$ cat config.mk
export PLATFORM = sky130hd
export DESIGN_NAME = mmio_port_arbiter_flat
export DESIGN_NICKNAME = d
export VERILOG_FILES = /design/src/rtl/mmio_port_arbiter_pkg.sv /design/src/rtl/mmio_port_arbiter_if.sv /design/src/rtl/mmio_rd_return_pipe.sv /design/src/rtl/mmio_port_arbiter.sv /design/src/flat_wrapper.sv
export SDC_FILE = /design/constraint.sdc
export NUM_CORES = 1
export LEC_CHECK = 0
export ABC_AREA = 0
export CAP_MARGIN = 20
export CORE_AREA = 2 2 94 96
export DETAILED_ROUTE_END_ITERATION = 16
export DIE_AREA = 0 0 96 98
export GPL_ROUTABILITY_DRIVEN = 0
export PLACE_DENSITY = 0.82
export SLEW_MARGIN = 25
export SYNTH_ARGS = -nofsm -noshare
export SYNTH_HDL_FRONTEND = slang
export SYNTH_SLANG_ARGS = --single-unit
$ cat constraint.sdc
create_clock -name clock -period 2.15 [get_ports clock]
set_clock_uncertainty 0.2 [all_clocks]
set_input_delay 0.43 -clock clock [delete_from_list [all_inputs] [get_ports clock]]
set_output_delay 0.43 -clock clock [all_outputs]
set_load 0.1 [all_outputs]
$ cat src/rtl/mmio_port_arbiter_pkg.sv
// Shared ids, FSM encoding and read-return tag for the mmio port arbiter.
// Pure types and constants: no latency, no flow control.
package mmio_arb_pkg;

    localparam logic M0 = 1'b0;
    localparam logic M1 = 1'b1;

    localparam int unsigned RD_LAT_MAX = 4;

    typedef enum logic [1:0] {
        IDLE = 2'd0,
        OWN0 = 2'd1,
        OWN1 = 2'd2
    } arb_state_e;

    typedef struct packed {
        logic vld;
        logic id;
    } rd_tag_t;

    function automatic arb_state_e own_state(input logic id);
        return id ? OWN1 : OWN0;
    endfunction

endpackage

$ cat src/rtl/mmio_port_arbiter_if.sv
// One requester's view of the shared mmio port: request/grant plus read return.
// gnt is combinational from req; rvalid follows a granted read by the mmio read latency.
interface mmio_port_arbiter_if #(
    parameter int ADDR_W = 13,
    parameter int DATA_W = 32
);
    logic              req;
    logic              wren;
    logic              lock;
    logic [ADDR_W-1:0] addr;
    logic [DATA_W-1:0] wdata;
    logic              gnt;
    logic              rvalid;
    logic [DATA_W-1:0] rdata;

    modport master (
        output req, wren, lock, addr, wdata,
        input  gnt, rvalid, rdata
    );

    modport slave (
        input  req, wren, lock, addr, wdata,
        output gnt, rvalid, rdata
    );
endinterface

$ cat src/rtl/mmio_rd_return_pipe.sv
// Delays {valid,id} of each issued read by RD_LAT clocks to steer rvalid to the issuer.
// Latency RD_LAT (clamped to 1..RD_LAT_MAX); no backpressure, one tag accepted per clock.
module mmio_rd_return_pipe
    import mmio_arb_pkg::*;
#(
    parameter int unsigned RD_LAT = 1
) (
    input  logic       clk_i,
    input  logic       rst_ni,
    input  logic       rd_vld_i,
    input  logic       rd_id_i,
    output logic [1:0] rvalid_o
);

    localparam int unsigned DEPTH = (RD_LAT > RD_LAT_MAX) ? RD_LAT_MAX :
                                    ((RD_LAT < 1) ? 1 : RD_LAT);

    rd_tag_t [DEPTH-1:0] pipe_q;
    rd_tag_t [DEPTH-1:0] pipe_d;
    rd_tag_t             tail;

    always_comb begin
        pipe_d        = pipe_q;
        pipe_d[0].vld = rd_vld_i;
        pipe_d[0].id  = rd_id_i;
        for (int i = 1; i < DEPTH; i++) begin
            pipe_d[i] = pipe_q[i-1];
        end
    end

    // Clearing the pipe on reset is what discards reads still in flight.
    always_ff @(posedge clk_i) begin
        if (!rst_ni) begin
            pipe_q <= '0;
        end else begin
            pipe_q <= pipe_d;
        end
    end

    assign tail        = pipe_q[DEPTH-1];
    assign rvalid_o[0] = tail.vld && (tail.id == M0);
    assign rvalid_o[1] = tail.vld && (tail.id == M1);

endmodule

$ cat src/rtl/mmio_port_arbiter.sv
// Round-robin arbiter sharing one mmio port between M0 and M1, with bounded burst lock; MMIO_ARB_STATS_EN adds grant counters.
// Grant and bus mux combinational, read data returns after RD_LAT; losers hold req until granted.
module mmio_port_arbiter
    import mmio_arb_pkg::*;
#(
    parameter int unsigned ADDR_W    = 13,
    parameter int unsigned DATA_W    = 32,
    parameter int unsigned RD_LAT    = 1,
    parameter int unsigned MAX_BURST = 8
`ifdef MMIO_ARB_STATS_EN
    ,
    parameter int unsigned STAT_W    = 16
`endif
) (
    input  logic                 clock,
    input  logic                 reset_btn,
    mmio_port_arbiter_if.slave   m0,
    mmio_port_arbiter_if.slave   m1,
    output logic [ADDR_W-1:0]    address_dmem,
    output logic [DATA_W-1:0]    data,
    output logic                 wren,
    input  logic [DATA_W-1:0]    q_dmem
`ifdef MMIO_ARB_STATS_EN
    ,
    output logic [STAT_W-1:0]    m0_grants,
    output logic [STAT_W-1:0]    m1_grants
`endif
);

    localparam logic [7:0] BURST_MAX = 8'(MAX_BURST);

    arb_state_e state_q, state_d;
    logic       last_q, last_d;
    logic       lock_q, lock_d;
    logic [7:0] burst_q, burst_d;

    logic       gnt0, gnt1, xfer, gid, g_lock;
    logic       owner_vld, owner_id, same_owner, burst_full;
    logic [1:0] rvalid;

    assign owner_vld  = (state_q != IDLE);
    assign owner_id   = (state_q == OWN1);
    assign burst_full = (burst_q >= BURST_MAX);

    // A locked owner keeps a contested grant only until its burst budget runs out.
    always_comb begin
        gnt0 = 1'b0;
        gnt1 = 1'b0;
        if (reset_btn) begin
            case ({m1.req, m0.req})
                2'b01:   gnt0 = 1'b1;
                2'b10:   gnt1 = 1'b1;
                2'b11: begin
                    if (owner_vld && lock_q && !burst_full) begin
                        gnt0 = (owner_id == M0);
                        gnt1 = (owner_id == M1);
                    end else begin
                        gnt0 = (last_q == M1);
                        gnt1 = (last_q == M0);
                    end
                end
                default: ;
            endcase
        end
    end

    assign xfer       = gnt0 | gnt1;
    assign gid        = gnt1;
    assign g_lock     = gnt1 ? m1.lock : m0.lock;
    assign same_owner = owner_vld && (owner_id == gid);

    always_comb begin
        state_d = state_q;
        last_d  = last_q;
        lock_d  = lock_q;
        burst_d = burst_q;
        if (!xfer) begin
            state_d = IDLE;
            lock_d  = 1'b0;
            burst_d = '0;
        end else begin
            state_d = own_state(gid);
            last_d  = gid;
            lock_d  = g_lock;
            if (!g_lock) begin
                burst_d = '0;
            end else if (same_owner && lock_q) begin
                // Exhausted budget with no contender: the owner starts a fresh count.
                burst_d = burst_full ? 8'd0 : burst_q + 8'd1;
            end else begin
                burst_d = 8'd1;
            end
        end
    end

    always_ff @(posedge clock) begin
        if (!reset_btn) begin
            state_q <= IDLE;
            last_q  <= M1;
            lock_q  <= 1'b0;
            burst_q <= '0;
        end else begin
            state_q <= state_d;
            last_q  <= last_d;
            lock_q  <= lock_d;
            burst_q <= burst_d;
        end
    end

    always_comb begin
        address_dmem = '0;
        data         = '0;
        wren         = 1'b0;
        if (gnt0) begin
            address_dmem = m0.addr;
            data         = m0.wdata;
            wren         = m0.wren;
        end else if (gnt1) begin
            address_dmem = m1.addr;
            data         = m1.wdata;
            wren         = m1.wren;
        end
    end

    assign m0.gnt   = gnt0;
    assign m1.gnt   = gnt1;
    assign m0.rdata = q_dmem;
    assign m1.rdata = q_dmem;

    mmio_rd_return_pipe #(
        .RD_LAT (RD_LAT)
    ) u_rd_pipe (
        .clk_i    (clock),
        .rst_ni   (reset_btn),
        .rd_vld_i (xfer && !wren),
        .rd_id_i  (gid),
        .rvalid_o (rvalid)
    );

    assign m0.rvalid = rvalid[0];
    assign m1.rvalid = rvalid[1];

`ifdef MMIO_ARB_STATS_EN
    logic [STAT_W-1:0] m0_grants_q, m0_grants_d;
    logic [STAT_W-1:0] m1_grants_q, m1_grants_d;

    always_comb begin
        m0_grants_d = m0_grants_q;
        m1_grants_d = m1_grants_q;
        if (gnt0 && (m0_grants_q != {STAT_W{1'b1}})) begin
            m0_grants_d = m0_grants_q + 1'b1;
        end
        if (gnt1 && (m1_grants_q != {STAT_W{1'b1}})) begin
            m1_grants_d = m1_grants_q + 1'b1;
        end
    end

    always_ff @(posedge clock) begin
        if (!reset_btn) begin
            m0_grants_q <= '0;
            m1_grants_q <= '0;
        end else begin
            m0_grants_q <= m0_grants_d;
            m1_grants_q <= m1_grants_d;
        end
    end

    assign m0_grants = m0_grants_q;
    assign m1_grants = m1_grants_q;
`endif

endmodule
$ cat src/flat_wrapper.sv
// flat-port wrapper written by rule: the top's interface ports become plain ports
module mmio_port_arbiter_flat import mmio_arb_pkg::*;
#(
    parameter int unsigned ADDR_W    = 13,
    parameter int unsigned DATA_W    = 32,
    parameter int unsigned RD_LAT    = 1,
    parameter int unsigned MAX_BURST = 8

)
  (clock, reset_btn, address_dmem, data, wren, q_dmem, m0_req, m0_wren, m0_lock, m0_addr, m0_wdata, m0_gnt, m0_rvalid, m0_rdata, m1_req, m1_wren, m1_lock, m1_addr, m1_wdata, m1_gnt, m1_rvalid, m1_rdata);
  mmio_port_arbiter_if #(.ADDR_W(ADDR_W), .DATA_W(DATA_W)) m0_i ();
  mmio_port_arbiter_if #(.ADDR_W(ADDR_W), .DATA_W(DATA_W)) m1_i ();
  input  logic clock;
  input  logic reset_btn;
  output logic [ADDR_W-1:0] address_dmem;
  output logic [DATA_W-1:0] data;
  output logic wren;
  input  logic [DATA_W-1:0] q_dmem;
  input wire logic [$bits(m0_i.req)-1:0] m0_req;
  input wire logic [$bits(m0_i.wren)-1:0] m0_wren;
  input wire logic [$bits(m0_i.lock)-1:0] m0_lock;
  input wire logic [$bits(m0_i.addr)-1:0] m0_addr;
  input wire logic [$bits(m0_i.wdata)-1:0] m0_wdata;
  output wire logic [$bits(m0_i.gnt)-1:0] m0_gnt;
  output wire logic [$bits(m0_i.rvalid)-1:0] m0_rvalid;
  output wire logic [$bits(m0_i.rdata)-1:0] m0_rdata;
  input wire logic [$bits(m1_i.req)-1:0] m1_req;
  input wire logic [$bits(m1_i.wren)-1:0] m1_wren;
  input wire logic [$bits(m1_i.lock)-1:0] m1_lock;
  input wire logic [$bits(m1_i.addr)-1:0] m1_addr;
  input wire logic [$bits(m1_i.wdata)-1:0] m1_wdata;
  output wire logic [$bits(m1_i.gnt)-1:0] m1_gnt;
  output wire logic [$bits(m1_i.rvalid)-1:0] m1_rvalid;
  output wire logic [$bits(m1_i.rdata)-1:0] m1_rdata;
  assign m0_i.req = m0_req;
  assign m0_i.wren = m0_wren;
  assign m0_i.lock = m0_lock;
  assign m0_i.addr = m0_addr;
  assign m0_i.wdata = m0_wdata;
  assign m0_gnt = m0_i.gnt;
  assign m0_rvalid = m0_i.rvalid;
  assign m0_rdata = m0_i.rdata;
  assign m1_i.req = m1_req;
  assign m1_i.wren = m1_wren;
  assign m1_i.lock = m1_lock;
  assign m1_i.addr = m1_addr;
  assign m1_i.wdata = m1_wdata;
  assign m1_gnt = m1_i.gnt;
  assign m1_rvalid = m1_i.rvalid;
  assign m1_rdata = m1_i.rdata;
  mmio_port_arbiter #(.ADDR_W(ADDR_W), .DATA_W(DATA_W), .RD_LAT(RD_LAT), .MAX_BURST(MAX_BURST)) u_core (.clock(clock), .reset_btn(reset_btn), .m0(m0_i), .m1(m1_i), .address_dmem(address_dmem), .data(data), .wren(wren), .q_dmem(q_dmem));
endmodule
# ---- Word-level counts from Yosys, hierarchy flattened
# Cells that the tools add are included.
dict set report word_totals {
  regBits 14
  input_bits 130
  out_inout_bits 114
  wordCells 51
}
dict set report classes {
  add_sub_neg 1
  n_lt_le_gt_ge 1
  eq_ne 5
  muxes 16
  bitwise_logic 8
  n_reduce_logical 13
}
# operator count
set ops {}
lappend ops {{$mux 32} 2}
lappend ops {{$mux 13} 2}
lappend ops {{$mux 1} 9}
lappend ops {{$add 8x1->8 const B} 1}
lappend ops {{$ge 8x4->1 const B} 1}
lappend ops {{$logic_and 1x1->1} 7}
lappend ops {{$not 1->1} 7}
lappend ops {{$eq 2x2->1 const B} 3}
lappend ops {{$reduce_or 5->1} 1}
lappend ops {{$pmux 1 s2} 2}
lappend ops {{$reduce_and 3->1} 1}
lappend ops {{$eq 2x1->1 const B} 1}
lappend ops {{$logic_not 1->1} 2}
lappend ops {{$mux 2} 1}
lappend ops {{$reduce_and 2->1} 1}
lappend ops {{$reduce_bool 2->1} 1}
lappend ops {{$eq 1x1->1} 1}
lappend ops {{$or 1x1->1} 1}

# ---- Longest topological paths before layout
dict set report depth {
  word_depth 11
  ltp_mapped 6
  ltp_nobuf 4
}

# ---- By module
# Synthesis repeated with hierarchy kept, for this count alone.
dict set report hier_totals {
  cells_unflattened 186
  hier_area_um2 1622.8
}
# mod n_inst cells_per_inst area_each_um2 seq_area_each_um2
set modules_own_cells {}
lappend modules_own_cells {mmio_port_arbiter 1 180 1554.0 240.2}
lappend modules_own_cells {mmio_rd_return_pipe 1 6 68.8 40.0}

# ---- Worst setup path after synthesis
# Ideal clock, no wire load.
dict set report synth_timing {
  path_kind {register to output}
  startpoint {reg u_core.burst_q[3]}
  endpoint {out data[23]}
  arrival_time_ns 3.017
  required_ns 1.520
  path_slack_ns -1.497
  stages_incl_launch_ff 6
  path_buffers 1
  path_cell_list {dfxtp_1 nor4b_1 nand3_1 a31oi_1 clkbuf_1 a22o_1}
}
dict set report synth_via {
  elab_cells_between_ends 11
  cone_classes {order compare: 1; mux: 8; reduce/logical: 2}
}
# element line
set synth_rtl {}
lappend synth_rtl {{start, declared} mmio_port_arbiter.sv:35} ;# logic [7:0] burst_q, burst_d;
lappend synth_rtl {{start signal, assigned} mmio_port_arbiter.sv:106} ;# burst_q <= burst_d;
lappend synth_rtl {{$ge 8x4->1} mmio_port_arbiter.sv:43} ;# assign burst_full = (burst_q >= BURST_MAX);
lappend synth_rtl {{$logic_not 1->1} mmio_port_arbiter.sv:54} ;# if (owner_vld && lock_q && !burst_full) begin
lappend synth_rtl {{$logic_and 1x1->1} mmio_port_arbiter.sv:54}
lappend synth_rtl {{$mux 1} mmio_port_arbiter.sv:54}
lappend synth_rtl {{$pmux 1 s2} mmio_port_arbiter.sv:50} ;# case ({m1.req, m0.req})
lappend synth_rtl {{$mux 1} mmio_port_arbiter.sv:49} ;# if (reset_btn) begin
lappend synth_rtl {{via m0_gnt} flat_wrapper.sv:24} ;# output wire logic [$bits(m0_i.gnt)-1:0] m0_gnt;
lappend synth_rtl {{$mux 32} mmio_port_arbiter.sv:114} ;# if (gnt0) begin
lappend synth_rtl {{end, declared} flat_wrapper.sv:16} ;# output logic [DATA_W-1:0] data;
# The timed path passes the listed nets, and every way through them passes these cells.

# ---- Worst setup path in the final report
dict set report layout_timing {
  startpoint {reg u_core.burst_q[7]}
  endpoint {out data[1]}
}
dict set report layout_via {
  elab_chain_cells 8
  elab_cells_between_ends 11
  cone_classes {order compare: 1; mux: 8; reduce/logical: 2}
}
# element line
set layout_rtl {}
lappend layout_rtl {{$ge 8x4->1 (*)} mmio_port_arbiter.sv:43}
lappend layout_rtl {{$logic_not 1->1 (*)} mmio_port_arbiter.sv:54}
lappend layout_rtl {{$logic_and 1x1->1 (*)} mmio_port_arbiter.sv:54}
lappend layout_rtl {{$mux 1} mmio_port_arbiter.sv:54}
lappend layout_rtl {{$pmux 1 s2} mmio_port_arbiter.sv:50}
lappend layout_rtl {{$mux 1} mmio_port_arbiter.sv:49}
lappend layout_rtl {{$mux 32} mmio_port_arbiter.sv:118} ;# end else if (gnt1) begin
lappend layout_rtl {{$mux 32 (*)} mmio_port_arbiter.sv:114}
# Mark *: on every way between the ends. The rest lies on a longest branch, timed or not.

==> flow_metrics.env <==
export IMPL_outcome="complete, but fails checks"
export IMPL_violations="setup timing"
export IMPL_placed_area_sq_um=3840
export IMPL_synth_avg_cell_area_sq_um=8.59
export IMPL_insertion_delay_ns=0.25
export IMPL_vias=1902
export IMPL_path_class="register to primary output"
export IMPL_port_buffers=147
export IMPL_path_cells="or4b_4, o31ai_4, a31oi_4, buf_12, buf_12, a22o_4, buf_12"
export IMPL_worstPathMaxFanout=15
export IMPL_clk_pin_slew_ns=0.06
export IMPL_fill_cells=709
export IMPL_hold_viol_final=0
export IMPL_critPathCaptureType="primary output"
export IMPL_slew_violations=0
export IMPL_cts_tree="built"
export IMPL_maxCapViolCount=0
export IMPL_antenna_found_initial=2
export IMPL_drt_iter0_markers=41
export IMPL_rows=34
export IMPL_coreArea_sq_um=8470
export IMPL_n_antenna_cell=0
export IMPL_dr_pass1_iters=4
export IMPL_muxShareOfSynthArea_pct=0
export IMPL_wl_per_cell_um=18.3
export IMPL_clock_path_buffers=2
export IMPL_numCtsBuffers=3
export IMPL_setup_viol=48
export IMPL_final_cell_mix="clkdlybuf4s50_1, buf_12, a22o_4"
export IMPL_die_h_um=98
export IMPL_max_stage_delay_ns=0.58
export IMPL_synthSimpleGateAreaFrac_pct=9.97
export IMPL_ys_types=33
export IMPL_layout_setup_ws_ns=-0.771
export IMPL_synth_xor_area_share_pct=1.07
export IMPL_yosysSeqAreaShare_pct=17.2
export IMPL_critPathSlowestCell="or4b_4"
export IMPL_grt_pass1_vias=1977
export IMPL_power_density_nw_per_um2=452
export IMPL_h_tree_depth=1
export IMPL_hold_path_class="register to register"
export IMPL_tns_ns=-35.58
export IMPL_die_x_um=96
export IMPL_fin_hold_ws_ns=0.375
export IMPL_viasPerCell=4.56
export IMPL_clkSinkCount=14
export IMPL_postCtsHoldBufs=0
export IMPL_final_common_cell="clkdlybuf4s50_1"
export IMPL_fin_total_pwr_mw=1.82
export IMPL_synthesis_area_sq_um=1630
export IMPL_tightestPinTransition_ns=0.681
export IMPL_fin_crit_ns=2.92
export IMPL_grt_max_degree=20
export IMPL_ant_nets=0
export IMPL_area_growth_pct=147
export IMPL_slew_headroom_pct=54.2
export IMPL_dpl_hpwl_um=6190
export IMPL_fp_dieArea_sq_um=9410
export IMPL_synth_top_cell_area_share_pct=30.4
export IMPL_ios=244
export IMPL_synth_compound_area_share_pct=33.7
export IMPL_grt_pass1_wl_um=10400
export IMPL_crit_top_cell="buf_12"
export IMPL_leakagePower_nw=1.72
export IMPL_drc=0
export IMPL_final_cell_area_sq_um=4040
export IMPL_overflow=0
export IMPL_cp_arrival_ns=2.29
export IMPL_synth_edf_count=0
export IMPL_synth_cells=190
export IMPL_drt_wl_total_um=7650
export IMPL_grtUsageTotal_pct=14.6
export IMPL_yosysWarningCount=0
export IMPL_fin_crit_sh_pct=136
export IMPL_initial_core_util_pct=19.3
export IMPL_synth_top_area_cell="buf_4"
export IMPL_async_flop_share_pct=0
export IMPL_layout_drive_gt1_share_pct=49.8
export IMPL_worstPathRequired_ns=1.52
export IMPL_cts_root_buf="clkbuf_8"
export IMPL_start_kind="register"
export IMPL_ys_flop_type="dfxtp_1"
export IMPL_peakVddDrop_mv=0.151
export IMPL_rsz0062_at_grt="true"
export IMPL_synth_seq_cells=14
export IMPL_synth_adder_area_share_pct=1.53
export IMPL_synth_area_top_cells="buf_4, a22o_1, dfxtp_1, buf_6, and4_1"
export IMPL_final_nets=442
export IMPL_synth_top_family_by_area="buffers and inverters"
export IMPL_max_freq_mhz=342
where the power goes:
group / switching [mW] / total, mW / leakage [nW] / internal, mW
combinational: 0.704 / 1.28 / 1.58 / 0.580
sequential: 0.00634 / 0.279 / 0.117 / 0.273
clock: 0.0988 / 0.261 / 0.0288 / 0.163
repair_timing:
action                                  in CTS  in global routing
cloned                                       0                  2
endpoints found under the hold margin        0                  0
gates resized for setup                      9                  3
setup buffers                                4                  1
pin swaps                                    0                  1
endpoints found under the setup margin      49                 50
through the flow:
step,utilization (%),cells,setup WS [ns]
floorplan,-,193,-0.479
global placement,45.4,406,-0.664
detailed placement,45.4,406,-0.688
CTS,46.9,414,-0.771
global route,47.7,417,-0.816
finish,47.7,417,-0.771
flip-flops by register name, summed over array words and instances (netlist names):
name and flops:
u_core.lock_q 1, u_core.last_q 1, u_core.u_rd_pipe.pipe_q 2, u_core.burst_q 8, u_core.state_q 2
cells in the mapped netlist, types with 3 or more instances:
| cell type | instances |
|---|---|
| buf_4 | 66 |
| a22o_1 | 46 |
| dfxtp_1 | 14 |
| buf_6 | 6 |
| nand2_1 | 5 |
| nand3_1 | 5 |
| clkbuf_1 | 4 |
| inv_1 | 4 |
| a211oi_1 | 3 |
| a31oi_1 | 3 |
| and3_1 | 3 |
| and4_1 | 3 |
area by class of cell:
class,instances,area (sq um),area share [%]
multi-input cells,99,1190,29.6
flip-flops and latches,14,282,6.98
clock buffers,4,55.1,1.36
repair buffers,188,2350,58.3
inverters,4,15.0,0.372
well taps,108,135,3.35
kinds of logic after synthesis:
group           count (synthesis)
compound gates                 64
xor+xnor                        2
fa+ha+maj                       2
buf+inv                        80
flops                          14
other cells                     1
simple gates                   27
layer usage:
| layer | vias to the layer above | global-route usage (%) | share of wire, % |
|---|---|---|---|
| met5 | - | 0 | 0.39 |
| met4 | 4 | 5.27 | 2.6 |
| met3 | 21 | 5.79 | 12 |
| met2 | 112 | 27.8 | 52 |
| met1 | 886 | 13.5 | 33 |
| li1 | 879 | - | - |
critical path: cells and delay by family (launching register included):
family          cells  cell delay (ns)
buf+inv             3             0.50
flops               1             0.31
simple gates        1             0.58
compound gates      3             0.65
worst paths after layout:
check	endpoint	slack (ns)	startpoint	cells after the start
max reg2reg	u_core.u_rd_pipe.pipe_q[1]$_SDFF_PN0_	0.06	u_core.burst_q[7]$_SDFF_PP0_	6
max	data[1]	-0.77	u_core.burst_q[7]$_SDFF_PP0_	7
min	u_core.burst_q[2]$_SDFF_PP0_	0.37	u_core.burst_q[2]$_SDFF_PP0_	2
min reg2reg	u_core.burst_q[2]$_SDFF_PP0_	0.37	u_core.burst_q[2]$_SDFF_PP0_	2
Power figures use the tool's default switching activity.
